$ cat config.mk
export PLATFORM = sky130hd
export DESIGN_NAME = fifo_wptr_full_p
export DESIGN_NICKNAME = d
export VERILOG_FILES = /design/src/rtl/fifo_wptr_full_p.sv
export SDC_FILE = /design/constraint.sdc
export NUM_CORES = 1
export LEC_CHECK = 0
export ABC_AREA = 1
export CAP_MARGIN = 20
export CORE_MARGIN = 2
export CORE_UTILIZATION = 44
export DETAILED_ROUTE_END_ITERATION = 8
export PLACE_DENSITY = 0.82
export SLEW_MARGIN = 30
export SYNTH_ARGS = -nofsm -noshare
export SYNTH_HDL_FRONTEND = slang
export SYNTH_SLANG_ARGS = --single-unit
$ cat constraint.sdc
create_clock -name wclk -period 2.65 [get_ports wclk]
set_input_delay 0.53 -clock wclk [delete_from_list [all_inputs] [get_ports wclk]]
set_output_delay 0.53 -clock wclk [all_outputs]
set_load 0.1 [all_outputs]
$ cat src/rtl/fifo_wptr_full_p.sv
// fifo_wptr_full_p: async FIFO write-side controller (Gray write pointer, full, level, overflow); FIFO_WLEVEL_EN adds wlevel/walmost_full
module fifo_wptr_full_p #(
    parameter int ADDR_W       = 4,
    parameter int AFULL_MARGIN = 4
) (
    input  logic              wclk,
    input  logic              wrst_n,
    input  logic              winc,
    input  logic              wovf_clr,
    input  logic [ADDR_W:0]   wq2_rptr,
    output logic [ADDR_W-1:0] waddr,
    output logic              wclken,
    output logic [ADDR_W:0]   wptr,
    output logic              wfull,
    output logic              walmost_full,
    output logic [ADDR_W:0]   wlevel,
    output logic              woverflow
);
    logic [ADDR_W:0] wbin;
    logic [ADDR_W:0] wbin_next;
    logic [ADDR_W:0] wgray_next;
    logic            full_next;
    logic            ovf_next;

    assign wclken     = winc & ~wfull;
    assign waddr      = wbin[ADDR_W-1:0];
    assign wbin_next  = wbin + (ADDR_W+1)'(wclken);
    assign wgray_next = (wbin_next >> 1) ^ wbin_next;
    // Full when the next write pointer sits exactly one lap ahead of the read pointer, compared in Gray
    assign full_next  = wgray_next == {~wq2_rptr[ADDR_W:ADDR_W-1], wq2_rptr[ADDR_W-2:0]};
    // Set has priority over clear so an overflow in the clearing cycle is never lost
    assign ovf_next   = (winc & wfull) | (woverflow & ~wovf_clr);

    // Pointer, full and overflow state
    always_ff @(posedge wclk or negedge wrst_n) begin
        if (!wrst_n) begin
            wbin      <= '0;
            wptr      <= '0;
            wfull     <= 1'b0;
            woverflow <= 1'b0;
        end else begin
            wbin      <= wbin_next;
            wptr      <= wgray_next;
            wfull     <= full_next;
            woverflow <= ovf_next;
        end
    end

`ifdef FIFO_WLEVEL_EN
    localparam int              DEPTH     = 1 << ADDR_W;
    localparam logic [ADDR_W:0] AFULL_THR = (ADDR_W+1)'(DEPTH - AFULL_MARGIN);
    logic [ADDR_W:0] rbin;
    logic [ADDR_W:0] level_next;

    // Gray-to-binary of the synchronised read pointer: each bit is the XOR of itself and all bits above
    always_comb begin
        rbin = '0;
        for (int i = 0; i <= ADDR_W; i++) rbin[i] = ^(wq2_rptr >> i);
    end

    assign level_next = wbin_next - rbin;

    // Occupancy estimate and almost-full flag, pessimistic because rbin lags
    always_ff @(posedge wclk or negedge wrst_n) begin
        if (!wrst_n) begin
            wlevel       <= '0;
            walmost_full <= 1'b0;
        end else begin
            wlevel       <= level_next;
            walmost_full <= level_next >= AFULL_THR;
        end
    end
`else
    assign wlevel       = '0;
    assign walmost_full = 1'b0;
`endif
endmodule

Yosys cells after proc, flatten, opt, wreduce, memory -nomap -nowiden

Index checks and enable logic that the tools add are counted.

Register bits: 12
Input port bits: 9
Output and inout port bits: 18

Add/subtract/negate cells: 1
Equal/unequal tests: 1
Bitwise logic cells: 8

Operators by type and width:

| cell                                   | count |
|---|---|
| 5-bit by 1-bit adder with 5-bit output | 1 |
| 5-bit == test                          | 1 |
| 4-bit by 5-bit XOR with 5-bit output   | 1 |
| 1-bit bitwise AND                      | 3 |
| 1-bit inverter                         | 2 |
| 2-bit inverter                         | 1 |
| 1-bit bitwise OR                       | 1 |

Longest topological paths before layout

Depth in word-level cells: 5
Mapped depth: 13

Worst setup path after synthesis

OpenSTA, ideal clock, no wires.

Kind: flip-flop to flip-flop
Start: register wfull
End: register wfull
Library setup time: 0.071 ns
Arrival time: 3.470 ns
Data required time: 2.579 ns
Path slack: -0.892 ns
Cell stages (with the launch flop): 12
Path buffers: 0
Clock period less this slack: 3.542 ns
Path through: dfrtp_1 nor2_1 ha_1 ha_1 nand3_1 nand2_1 nand2_1 nand2_1 nand3_1 nor2_1 nand2_1 nor2_1

Longest elaborated chain between the ends: 5

RTL lines:

| element                                | line | text |
|---|---|---|
| from (decl)                            | 14   | `output logic wfull,` |
| from (signal assigned)                 | 44   | `wfull <= full_next;` |
| 1-bit inverter                         | 25   | `assign wclken = winc & ~wfull;` |
| 1-bit bitwise AND                      | 25   |  |
| named net wclken                       | 12   | `output logic wclken,` |
| 5-bit by 1-bit adder with 5-bit output | 27   | `assign wbin_next = wbin + (ADDR_W+1)'(wclken);` |
| 4-bit by 5-bit XOR with 5-bit output   | 28   | `assign wgray_next = (wbin_next >> 1) ^ wbin_next;` |
| 5-bit == test                          | 30   | `assign full_next = wgray_next == {~wq2_rptr[ADDR_W:ADDR_W-1], wq2_rptr[ADDR_W-2:0]};` |
| named net full_next                    | 22   | `logic full_next;` |

The timed path passes the listed nets, and every way through them passes these cells.

Final worst setup path

Start: input port winc
End: register wfull

Longest elaborated chain between the ends: 4

RTL lines:

| element                                | line | text |
|---|---|---|
| from (decl)                            | 8    | `input logic winc,` |
| 1-bit bitwise AND                      | 25   |  |
| 5-bit by 1-bit adder with 5-bit output | 27   |  |
| 4-bit by 5-bit XOR with 5-bit output   | 28   |  |
| 5-bit == test                          | 30   |  |
| named net full_next                    | 22   |  |

The timed path passes the listed nets, and every way through them passes these cells.

==> results.toml <==
[outcome]
status = "finished clean"

[yosys]
synth_area_leader_cell = "dfrtp_1"
synth-simple-area-share_pct = 38.2
synth_warnings = 0
synth_cell_types = 14
yosysSeqAreaShare_pct = 41.8
synth_area_um2 = 658
synthAdderAreaFrac_pct = 3.80
yosysTopAreaCellShare_pct = 41.8
synthMuxAreaShare_pct = 0
syn_area_per_cell_um2 = 7.39
async_flop_share_pct = 100
yosysMostFrequentCell = "nand2_1"
yosys_register_bits = 11
synth_cells = 89
synth_edf_count = 0
synth_compound_gate_area_share_pct = 0.760
synth_flop_cell = "dfrtp_1"
synth_top_family_by_area = "simple AND/OR/NAND/NOR gates"
synth_xor_area_share_pct = 0
synth_commonest_cells = "nand2_1 (33), dfrtp_1 (11), inv_1 (10), nand3_1 (9), buf_4 (6)"
synthTopCellsByArea = "dfrtp_1 (42%), nand2_1 (19%), nand3_1 (6.8%)"

[drt]
firstDrtPassIters = 4
vias = 605
drc = 0
drt_iter0_markers = 13
via_per_inst = 4.80
drt_wl_total_um = 1380
ant_nets = 0
wl_per_cell_um = 11.0

[cells_and_area]
antenna_cells = 0
fin_area_um2 = 857
syn2layout_area_growth_pct = 30.2
finalNetCount = 123
layout-drive-gt1-share_pct = 20.7

[worst_setup_path]
crit_cells = 13
reg2reg_to = "wfull"
critPathTopFamily = "simple AND/OR/NAND/NOR gates"
startpoint_type = "input pin"
max_stage_delay_ps = 470
crit_top_cell = "nand2_1"
worstSetupPathType = "input pin to flip-flop"
arrival_ps = 2440
rr_startpoint = "wfull"
crit_required_ps = 2860
crit_slowest_cell = "clkdlybuf4s50_1"
critPathCapture = "wfull"
crit_start = "winc"
cp-end-kind = "flip-flop"
r2r_cells = 11
crit_chain = "clkdlybuf4s50_1 -> inv_1 -> nor2_4 -> ha_1 -> ha_1 -> nand3_1 -> nand2_1 -> nand2_1 -> nand2_1 -> nand3_1 -> nor2_1 -> nand2_1 -> nor2_1"
cp_num_buf_inv = 2
r2r_slack_ps = 790
cp_max_fo = 6

[place]
io_buffers = 20
dp_hpwl_um = 1090
routabilityCongestion = 0.765
place_area_um2 = 831

[die]
design.core.area_um2 = 1350
initial_core_util_pct = 48.7
num_rows = 13
die_w_um = 42.7
ios = 27
die-area_um2 = 1820
die_h_um = 42.7

[global_route]
grt_pass1_wl_um = 2160
gr-usage-all-layers_pct = 16.0
grt_pass1_vias = 507
grt.overflow.total = 0
grt_max_degree = 12
antenna_found_initial = 0

[sta]
tns_ps = 0
min_period_ps = 2230
timing.fmax_mhz = 448
drv_slew = 0
rsz0062_at_grt = "false"
finalSetupViolCount = 0
period_share_pct = 84.2
skew_ps = 7.62
hold_violations = 0

[job]
cap_violations = 0

[cts]
cts_hold_buf = 0
cts_resized = 0
clock_latency_ps = 270
numCtsBuffers = 3
cts_setup_buffers = 0
h-tree-depth = 1
cts_tree = "done"
cts_root_buf = "clkbuf_4"
path_clk_slew_ps = 70
clock_path_buffers = 2
clock_sinks = 11

[hold_path]
worstHoldPathType = "flip-flop to flip-flop"
==> stage by stage <==
step | hold slack (ps) | setup slack [ps] | util (%) | cells
2_1_floorplan | 234 | 227 | - | 94
3_3_place_gp | 522 | 205 | 61.5 | 122
3_5_place_dp | 545 | 103 | 61.5 | 122
4_1_cts | 555 | 413 | 63.5 | 126
5_1_grt | 579 | 202 | 63.5 | 126
6_report | 549 | 418 | 63.5 | 126
==> registers in the layout, summed over array words and instances (netlist names) <==
name / cells
wfull: 1
wptr: 4
wbin: 5
woverflow: 1
==> logic make-up after synthesis <==
kind of cell,Yosys count
and+or+nand+nor,56
buffers and inverters,18
DFF,11
adders and majority gates,2
AOI/OAI and AO/OA,1
other,1
==> worst register-to-register path, cell delays in order (launching register included) <==
cell	delay, ps
dfrtp_2	430
nor2_4	130
ha_1	250
ha_1	290
nand3_1	130
nand2_1	120
nand2_1	90
nand2_1	70
nand3_1	70
nor2_1	90
nand2_1	50
nor2_1	70
==> worst min-delay path by stage <==
stage	start	endpoint	slack, ps	cells after the start
4_1_cts	woverflow	woverflow	560	2
3_5_place_dp	woverflow	woverflow	550	2
2_1_floorplan	wrst_n	wbin[0]	230	0
6_report	woverflow	woverflow	550	2
3_3_place_gp	woverflow	woverflow	520	2
5_1_grt	wbin[0]	wbin[0]	580	1
==> cells in the final DEF (no fill, tap or decap), drive strengths merged <==
master	netlist	layout
buf	7	12
clkbuf	0	4
clkdlybuf4s50	0	8
conb	1	6
dfrtp	11	11
ha	2	2
inv	11	11
nand2	38	38
nand3	9	9
nand3b	2	2
nand4	4	4
nor2	3	3
o21ai	1	1
==> final cells by class <==
type / count / area, um2
Fill cell: 120 / 493
Multi-Input combinational cell: 65 / 312
Sequential cell: 11 / 277
Timing Repair Buffer: 20 / 183
Inverter: 11 / 41.3
Clock buffer: 4 / 26.3
Tap cell: 15 / 18.8
==> routing by layer <==
layer | part of all wire [%] | global-route usage (%) | up-vias | wire length (um)
li1 | - | - | 312 | -
met1 | 48 | 21.2 | 274 | 658
met2 | 45 | 23.6 | 19 | 618
met3 | 7.7 | 7.23 | 0 | 106
met4 | 0 | 3.75 | 0 | 0
met5 | 0 | 0 | - | 0
Power is left out: the tool's default activity adds up to more than one toggle a clock period on the data nets, which glitch-free logic cannot reach.
